`src/rtl/prio_code_display.sv`:
```
// Stability-filtered latch for the 8-to-3 priority encoder output, with an event counter and three seven-segment digits.
// Latency: a new input held steady commits STABLE_CYCLES edges after it is first registered. Segment outputs add no further delay.
// Backpressure: none. The block always accepts input, and bouncing input only restarts the settle timer.
//
// Ports:
//   clk, rst_n          : system clock; synchronous active-low reset
//   code[2:0], valid    : priority index and any-input-active flag from the encoder
//   code_q, valid_q     : last accepted index and its valid flag
//   evt_cnt[7:0]        : accepted-event counter, wraps from 255 to 0
//   evt_pulse           : one-cycle strobe on each counted event
//   seg_code            : active-low {dp,g,f,e,d,c,b,a}; hex of code_q, or a dash when not valid
//   seg_cnt_lo/hi       : active-low hex digits of evt_cnt[3:0] / evt_cnt[7:4]
module prio_code_display #(
    parameter int STABLE_CYCLES = 4     // minimum 2; the board build uses 1000000
) (
    input  logic       clk,
    input  logic       rst_n,
    input  logic [2:0] code,
    input  logic       valid,
    output logic [2:0] code_q,
    output logic       valid_q,
    output logic [7:0] evt_cnt,
    output logic       evt_pulse,
    output logic [7:0] seg_code,
    output logic [7:0] seg_cnt_lo,
    output logic [7:0] seg_cnt_hi
);

    localparam int TIMER_W = $clog2(STABLE_CYCLES) + 1;
    localparam logic [TIMER_W-1:0] TIMER_LAST = TIMER_W'(STABLE_CYCLES - 1);
    localparam logic [7:0] SEG_DASH = 8'hBF;

    typedef enum logic {
        ST_STABLE,
        ST_SETTLE
    } state_t;

    state_t             r_state;
    logic [3:0]         r_in;
    logic [3:0]         r_cand;
    logic [TIMER_W-1:0] r_timer;
    logic [2:0]         r_code_q;
    logic               r_valid_q;
    logic [7:0]         r_evt_cnt;
    logic               r_evt_pulse;

    state_t             w_state_nxt;
    logic [3:0]         w_in_nxt;
    logic [3:0]         w_acc;
    logic [3:0]         w_cand_nxt;
    logic [TIMER_W-1:0] w_timer_nxt;
    logic               w_commit;
    logic [2:0]         w_code_q_nxt;
    logic               w_valid_q_nxt;
    logic [7:0]         w_evt_cnt_nxt;
    logic               w_evt_pulse_nxt;

    // The code is zeroed while not valid, so a changing index behind
    // valid=0 never looks like new input.
    always_comb begin
        w_in_nxt = {valid, valid ? code : 3'b000};
        w_acc    = {r_valid_q, r_valid_q ? r_code_q : 3'b000};
    end

    // Next-state logic and commit decision.
    always_comb begin
        w_state_nxt = r_state;
        w_cand_nxt  = r_cand;
        w_timer_nxt = r_timer;
        w_commit    = 1'b0;

        unique case (r_state)
            ST_STABLE: begin
                if (r_in != w_acc) begin
                    w_state_nxt = ST_SETTLE;
                    w_cand_nxt  = r_in;
                    w_timer_nxt = TIMER_W'(1);
                end
            end
            ST_SETTLE: begin
                if (r_in == w_acc) begin
                    // Input went back to the accepted value, so it was a glitch.
                    w_state_nxt = ST_STABLE;
                end else if (r_in != r_cand) begin
                    w_cand_nxt  = r_in;
                    w_timer_nxt = TIMER_W'(1);
                end else if (r_timer == TIMER_LAST) begin
                    w_commit    = 1'b1;
                    w_state_nxt = ST_STABLE;
                end else begin
                    w_timer_nxt = r_timer + TIMER_W'(1);
                end
            end
            default: begin
                w_state_nxt = ST_STABLE;
            end
        endcase
    end

    // Commit effects. An invalid candidate clears valid_q but keeps the
    // last index, so a later reassertion of the same index counts again.
    always_comb begin
        w_code_q_nxt    = r_code_q;
        w_valid_q_nxt   = r_valid_q;
        w_evt_cnt_nxt   = r_evt_cnt;
        w_evt_pulse_nxt = 1'b0;
        if (w_commit) begin
            w_valid_q_nxt = r_cand[3];
            if (r_cand[3]) begin
                w_code_q_nxt    = r_cand[2:0];
                w_evt_cnt_nxt   = r_evt_cnt + 8'd1;
                w_evt_pulse_nxt = 1'b1;
            end
        end
    end

    always_ff @(posedge clk) begin
        if (!rst_n) begin
            r_state     <= ST_STABLE;
            r_in        <= 4'b0000;
            r_cand      <= 4'b0000;
            r_timer     <= '0;
            r_code_q    <= 3'b000;
            r_valid_q   <= 1'b0;
            r_evt_cnt   <= 8'd0;
            r_evt_pulse <= 1'b0;
        end else begin
            r_state     <= w_state_nxt;
            r_in        <= w_in_nxt;
            r_cand      <= w_cand_nxt;
            r_timer     <= w_timer_nxt;
            r_code_q    <= w_code_q_nxt;
            r_valid_q   <= w_valid_q_nxt;
            r_evt_cnt   <= w_evt_cnt_nxt;
            r_evt_pulse <= w_evt_pulse_nxt;
        end
    end

    // Active-low {dp,g,f,e,d,c,b,a}, with the decimal point off.
    function automatic logic [7:0] hex_seg(input logic [3:0] n);
        logic [7:0] s;
        unique case (n)
            4'h0: s = 8'hC0;
            4'h1: s = 8'hF9;
            4'h2: s = 8'hA4;
            4'h3: s = 8'hB0;
            4'h4: s = 8'h99;
            4'h5: s = 8'h92;
            4'h6: s = 8'h82;
            4'h7: s = 8'hF8;
            4'h8: s = 8'h80;
            4'h9: s = 8'h90;
            4'hA: s = 8'h88;
            4'hB: s = 8'h83;
            4'hC: s = 8'hC6;
            4'hD: s = 8'hA1;
            4'hE: s = 8'h86;
            default: s = 8'h8E;
        endcase
        return s;
    endfunction

    always_comb begin
        code_q     = r_code_q;
        valid_q    = r_valid_q;
        evt_cnt    = r_evt_cnt;
        evt_pulse  = r_evt_pulse;
        seg_code   = r_valid_q ? hex_seg({1'b0, r_code_q}) : SEG_DASH;
        seg_cnt_lo = hex_seg(r_evt_cnt[3:0]);
        seg_cnt_hi = hex_seg(r_evt_cnt[7:4]);
    end

endmodule
```
`config.mk`:
```
export PLATFORM = sky130hd
export DESIGN_NAME = prio_code_display
export DESIGN_NICKNAME = d
export VERILOG_FILES = /design/src/rtl/prio_code_display.sv
export SDC_FILE = /design/constraint.sdc
export NUM_CORES = 1
export LEC_CHECK = 0
export ABC_AREA = 1
export BUFFER_PORTS_ARGS = -buffer_cell sky130_fd_sc_hd__buf_2
export CAP_MARGIN = 40
export CORE_ASPECT_RATIO = 0.7
export CORE_MARGIN = 1
export CORE_UTILIZATION = 56
export DETAILED_ROUTE_END_ITERATION = 8
export PLACE_DENSITY = 0.91
export SLEW_MARGIN = 20
export SYNTH_ARGS = -nofsm -noshare
export SYNTH_HDL_FRONTEND = slang
export SYNTH_SLANG_ARGS = --single-unit
```
`constraint.sdc`:
```
create_clock -name clk -period 2.3 [get_ports clk]
set_input_delay 0.345 -clock clk [delete_from_list [all_inputs] [get_ports clk]]
set_output_delay 0.345 -clock clk [all_outputs]
set_load 0.01 [all_outputs]
```
## After elaboration in Yosys (flattened, before gate mapping)

Memory sizes are Yosys's and may differ from the RTL's. A register that Yosys moved wholly into a read port is not among the register bits.
Index checks and enable logic that the tools add are counted.

- Bits of input ports: 6
- Word-level logic and storage cells: 55
- Memory bits (read-only): 280
- Output and inout bits: 37
- Flip-flop bits (word level): 25
- Memories kept: 3

- Equality and inequality tests: 8
- Bitwise logic cells: 1
- $add $sub $neg: 2
- Reductions and logical operators: 5
- Muxes and demuxes: 27

Memories:

| name | depth | bits a word | read ports | clocked after Yosys merged registers in | wr ports | line | source |
|---|---|---|---|---|---|---|---|
| (name not given) | 16 | 7 | 1 | 1 | 0 | 142 | `unique case (n)` |
| (name not given) | 16 | 7 | 1 | 1 | 0 | 142 |  |
| (name not given) | 8 | 7 | 1 | 1 | 0 | 142 |  |

Operators by type and width:

| kind | number |
|---|---|
| two-way mux 4 bit | 7 |
| two-way mux 3 bit | 7 |
| two-way mux 1 bit | 9 |
| adder 8 x 1 -> 8 bit (second input constant) | 1 |
| two-way mux 8 bit | 1 |
| != test 4 bit | 2 |
| one-hot mux 4 bit (2 select lines) | 1 |
| one-hot mux 3 bit (2 select lines) | 1 |
| AND reduction 2 bit | 3 |
| AND reduction 3 bit | 2 |
| == test 4 bit | 1 |
| != test 2 bit (second input constant) | 2 |
| adder 3 x 1 -> 3 bit (second input constant) | 1 |
| == test 3 x 2 -> 1 bit (second input constant) | 1 |
| != test 3 bit (second input constant) | 1 |
| != test 2 x 1 -> 1 bit (second input constant) | 1 |
| one-hot mux 1 bit (2 select lines) | 1 |
| NOT 1 bit | 1 |

## Longest topological paths before layout

- Depth in word-level cells: 8
- Depth in mapped cells: 17
- Gate-level depth less buffers: 16

## Least setup slack after synthesis

Ideal clock, no wire load.

- Path type: register to register
- From: register r_valid_q, in the netlist valid_q
- To: register, netlist name seg_cnt_lo[3]
- Data required time: 2187 ps
- Period minus slack after synthesis: 2118 ps
- Path slack: 182 ps
- Library setup time: 113 ps
- Stages on the path, launching flop included: 17
- Buffers on the path: 2
- Arrival: 2005 ps
- Path through: dfxtp_1 > buf_4 > nand2_1 > nand2_1 > nand2_1 > nor2_1 > nand2_2 > nand4_4 > buf_6 > nand2_2 > nand3_2 > inv_1 > ha_1 > inv_1 > nand4_1 > nand3_1 > nand2_1

- Longest elaborated chain between the ends: 7

Ends and longest elaborated chain:

| what | line | source |
|---|---|---|
| start, declared | 43 | `logic r_valid_q;` |
| start signal, assigned | 133 | `r_valid_q <= w_valid_q_nxt;` |
| two-way mux 3 bit | 62 | `w_acc = {r_valid_q, r_valid_q ? r_code_q : 3'b000};` |
| == test 4 bit * | 81 | `if (r_in == w_acc) begin` |
| two-way mux 1 bit * | 81 |  |
| two-way mux 1 bit * | 72 | `unique case (r_state)` |
| AND reduction 2 bit (no source line) * | -- |  |
| two-way mux 4 bit (no source line) * (2 in a row) | -- |  |

Every way passes the cells marked *; elsewhere a longest branch is shown, timed or not.
A chain may end at the register's enable or synchronous reset.

## Worst setup path after layout

- From: register r_cand[0]
- To: register, netlist name seg_cnt_lo[0]

- Longest elaborated chain between the ends: 7

Ends and longest elaborated chain:

| what | line | source |
|---|---|---|
| start, declared | 40 | `logic [3:0] r_cand;` |
| start signal, assigned | 130 | `r_cand <= w_cand_nxt;` |
| != test 4 bit | 84 | `end else if (r_in != r_cand) begin` |
| two-way mux 1 bit | 84 |  |
| two-way mux 1 bit | 81 |  |
| two-way mux 1 bit | 72 |  |
| AND reduction 2 bit (no source line) | -- |  |
| two-way mux 4 bit (no source line) (2 in a row) | -- |  |

Every way passes these cells.

==> metrics.txt <==
# TYPE chip_impl_metric gauge
chip_impl_info{name="outcome",value="finished, violations left"} 1
chip_impl_info{name="failed_checks",value="design-rule violations, negative setup slack"} 1
chip_impl_metric{name="synth_sequential_area_ratio",unit="%"} 34.96
chip_impl_metric{name="clockPowerShare",unit="%"} 35.3
chip_impl_metric{name="area.growth.synth_to_final",unit="%"} 21.33
chip_impl_info{name="leading_cell_type_by_number_of_instances_after_synthesis",value="nand2_1"} 1
chip_impl_metric{name="timing.critical_path.fanout_max",unit=""} 6
chip_impl_metric{name="multiInputGateArea",unit="µm²"} 1476
chip_impl_metric{name="clock_latency_late_sink",unit="ns"} 0.32
chip_impl_metric{name="top_level_ports",unit=""} 43
chip_impl_metric{name="finalNetCount",unit=""} 458
chip_impl_metric{name="vias",unit=""} 2704
chip_impl_metric{name="post_synth_xor_area_fraction",unit="%"} 1.330
chip_impl_metric{name="place_area",unit="µm²"} 2918
chip_impl_metric{name="p_leak",unit="nW"} 1.773
chip_impl_metric{name="ff_latch_area",unit="µm²"} 925.9
chip_impl_metric{name="largest_net_degree_at_the_start_of_global_routing",unit=""} 19
chip_impl_metric{name="yosys.area_share.simple",unit="%"} 37.53
chip_impl_metric{name="clk_skew",unit="ns"} 0.006625
chip_impl_metric{name="timing.critical_path.buf_inv",unit=""} 3
chip_impl_info{name="crit_path_end_kind",value="flip-flop"} 1
chip_impl_metric{name="timing.final.crit_period",unit="ns"} 2.330
chip_impl_metric{name="place_ws",unit="ns"} 0.002287
chip_impl_metric{name="first_pass_grt_wire_length",unit="µm"} 9715
chip_impl_metric{name="setup_viol",unit=""} 4
chip_impl_metric{name="dieHeight",unit="µm"} 59.38
chip_impl_metric{name="detail_route.wl_per_cell",unit="µm"} 14.59
chip_impl_metric{name="yosys.area_share.adder",unit="%"} 9.501
chip_impl_metric{name="first_iter_violations",unit=""} 372
chip_impl_metric{name="synth_top_area_share",unit="%"} 34.96
chip_impl_metric{name="grt_pass1_vias",unit=""} 2230
chip_impl_metric{name="drc",unit=""} 4
chip_impl_metric{name="critical_path.max_stage_delay",unit="ns"} 0.35
chip_impl_metric{name="clock.fmax",unit="MHz"} 429.2
chip_impl_metric{name="power.combinational.fraction",unit="%"} 9.6
chip_impl_metric{name="synth_compound_gate_area_share",unit="%"} 4.751
chip_impl_info{name="grt_setup_unrepaired",value="true"} 1
chip_impl_metric{name="rows",unit=""} 20
chip_impl_metric{name="postSynthAreaPerCell",unit="µm²"} 7.177
chip_impl_metric{name="syn-cell-area",unit="µm²"} 2634
chip_impl_metric{name="place_inst",unit=""} 464
chip_impl_metric{name="timing_hold_violations_final",unit=""} 0
chip_impl_metric{name="detailed_place_hpwl",unit="µm"} 4551
chip_impl_metric{name="horizontal_die_dimension",unit="µm"} 83.97
chip_impl_metric{name="timing.critical_path.arrival",unit="ns"} 2.55
chip_impl_info{name="hold_path.class",value="in2reg"} 1
chip_impl_info{name="cts_root_buf",value="clkbuf_8"} 1
chip_impl_metric{name="design.die.area",unit="µm²"} 4986
chip_impl_metric{name="report.final.slew_viol_count",unit=""} 0
chip_impl_metric{name="initial_core_util",unit="%"} 59.46
chip_impl_metric{name="cts_sinks",unit=""} 46
chip_impl_metric{name="totalPowerFinal",unit="mW"} 1.490
chip_impl_metric{name="yosys_warnings",unit=""} 0
chip_impl_metric{name="synth_mux_area_share",unit="%"} 0
chip_impl_info{name="postSynth.topFlopCell",value="dfxtp_1"} 1
chip_impl_metric{name="total_switching_power",unit="mW"} 0.4181
chip_impl_metric{name="worstPathRequired",unit="ns"} 2.52
chip_impl_metric{name="final_standard_cell_count_with_taps_included_and_fillers_excluded",unit=""} 488
chip_impl_metric{name="fin_hold_ws",unit="ns"} 0.2226
chip_impl_metric{name="power_report.internal_total",unit="mW"} 1.072
chip_impl_metric{name="synth_cells",unit=""} 367
chip_impl_metric{name="place.port_buffers",unit=""} 39
chip_impl_metric{name="power_per_cell_area",unit="nW/µm²"} 466.4
chip_impl_metric{name="placeableCoreArea",unit="µm²"} 4429
chip_impl_metric{name="layout-drive-gt1-share",unit="%"} 29.79
chip_impl_info{name="cts_tree",value="yes"} 1
chip_impl_metric{name="first_pass_iters",unit=""} 9
chip_impl_metric{name="antenna_cells_inserted",unit=""} 0
chip_impl_metric{name="routed_wirelength",unit="µm"} 7122
chip_impl_metric{name="gp_congestion",unit=""} 0.9204
chip_impl_metric{name="clock_path_buffers",unit=""} 2
chip_impl_metric{name="cts.clk_slew.worst_paths",unit="ns"} 0.10
chip_impl_info{name="largest_family_of_logic_cells_by_synthesized_area",value="simple AND/OR/NAND/NOR gates"} 1
chip_impl_metric{name="synth-seq-cells",unit=""} 46
chip_impl_metric{name="synth_edf_count",unit=""} 0
chip_impl_info{name="synth_commonest_cells",value="nand2_1 (111), inv_1 (50), dfxtp_1 (46), nand3_1 (30), ha_1 (20)"} 1
chip_impl_metric{name="final_critical_path_setup_slack",unit="ns"} -0.02973
chip_impl_metric{name="cap_violations",unit=""} 0
chip_impl_metric{name="tns",unit="ns"} -0.04843
chip_impl_metric{name="gr-usage-all-layers",unit="%"} 24.72
chip_impl_metric{name="cts-htree-levels",unit=""} 2
chip_impl_metric{name="finalCoreUtilization",unit="%"} 72.15
chip_impl_metric{name="vdd_ir_drop_max",unit="mV"} 0.3126
chip_impl_metric{name="post_layout_inst_area",unit="µm²"} 3196
chip_impl_info{name="criticalPathCategory",value="reg2reg"} 1
chip_impl_metric{name="grt_remaining_overflow",unit=""} 0
chip_impl_info{name="main_area_contributors_after_synthesis",value="dfxtp_1 (35%), nand2_1 (16%), ha_1 (9.5%), inv_1 (7.1%), nand3_1 (5.7%)"} 1
chip_impl_info{name="critical_path.cell_chain",value="inv_1 -> a21boi_1 -> nand3_2 -> nor2_4 -> nand4_4 -> nand2_1 -> nand2_1 -> nand2_4 -> inv_1 -> ha_2 -> inv_1 -> nand4_1 -> nand3_1 -> nand2_1"} 1
chip_impl_metric{name="grt_antenna_before_repair",unit=""} 0
chip_impl_metric{name="numCtsBuffers",unit=""} 5
chip_impl_info{name="yosys.area.top_type",value="dfxtp_1"} 1
chip_impl_metric{name="ys_types",unit=""} 32
chip_impl_metric{name="switching_fraction",unit="%"} 28.05
chip_impl_metric{name="antenna_violating_nets_post_route",unit=""} 0
chip_impl_metric{name="power.sequential.fraction",unit="%"} 55.1
chip_impl_info{name="worst_path_max_delay_cell",value="dfxtp_1"} 1
chip_impl_metric{name="detail_route.vias_per_cell",unit=""} 5.541
chip_impl_info{name="launching_element_type_of_the_critical_path",value="flip-flop"} 1
chip_impl_info{name="cpLargestDelayFamily",value="simple AND/OR/NAND/NOR gates"} 1
chip_impl_metric{name="ys_async_sr_fraction",unit="%"} 0
chip_impl_metric{name="period_utilization_post_route",unit="%"} 101.3
chip_impl_metric{name="final.fill_count",unit=""} 330
-- worst register-to-register path, delay by kind of cell, from the launching register on --
kind | cells | cell delay, ns
buf+inv | 3 | 0.24
compound gates | 1 | 0.25
fa+ha+maj | 1 | 0.20
simple gates | 9 | 1.21
flops | 1 | 0.35
-- cell usage in the layout, fill, tap and decap left out, types with 2 or more instances in the layout --
cell type    n
a21oi_1      7
buf_4       27
or2_2        6
nand3_4      2
conb_1       3
nand3_1     29
nand4_4      2
nand2_4      3
nand2_2      6
inv_1       49
ha_2         3
o21ai_1      5
xor2_1       4
o21ai_0      7
ha_1        17
nor2_4       4
nand3_2      7
nor3_1       3
buf_2       39
nor2_2       4
nand4_1     13
nand2_1    110
inv_2       13
dfxtp_1     44
nor2_1      10
clkbuf_8     5
-- metal layers --
metal / vias to the layer above / GRT usage, % / share of wire, %
met5: - / 0 / 0
met3: 34 / 7.242 / 9.1
li1: 1279 / - / -
met1: 1225 / 31.86 / 42
met2: 166 / 40.05 / 46
met4: 0 / 9.113 / 3.0
-- final cells by class --
class	instances	share of cell area [%]
Clock inverter	3	0.7831
Clock buffer	5	2.153
Sequential cell	46	28.97
Timing Repair Buffer	66	12.45
Tap cell	55	2.153
Inverter	62	7.283
Multi-Input combinational cell	251	46.20
-- logic make-up (layout without fill, tap and decap cells) --
kind of cell,Yosys count,count (layout)
and+or+nand+nor,200,201
buffers and inverters,73,136
DFF,46,46
AOI/OAI and AO/OA,23,23
adders and majority gates,20,20
xor gates and xnor gates,4,4
other,1,3
-- power groups by stage --
stage          logic [mW]  registers [mW]  clock network, mW
3_5_place_dp        0.112           0.840                  0
6_report            0.143           0.821              0.526
4_1_cts             0.113           0.821              0.529
3_3_place_gp        0.107           0.839                  0
5_1_grt             0.152           0.823              0.561
2_1_floorplan      0.0887           0.836                  0
-- path summary, 6_finish.rpt --
kind,from,slack [ns],to,depth (start not counted)
setup reg to reg,r_cand[0],-0.03,seg_cnt_lo[0],14
hold / removal,code[1],0.22,r_in[1],3
hold reg to reg,r_timer[0],0.49,r_timer[0],1
setup / recovery,r_cand[0],-0.03,seg_cnt_lo[0],14
-- repair_timing --
| item | 4_1_cts | 5_1_grt |
|---|---|---|
| pin swaps | 0 | 5 |
| gates cloned | 0 | 1 |
| hold buffers | 0 | 0 |
| gates resized for setup | 1 | 18 |
| hold endpoints to repair | 0 | 0 |
| setup endpoints to repair | 4 | 19 |
| buffers inserted | 2 | 13 |
(Power assumes the default switching activity.)
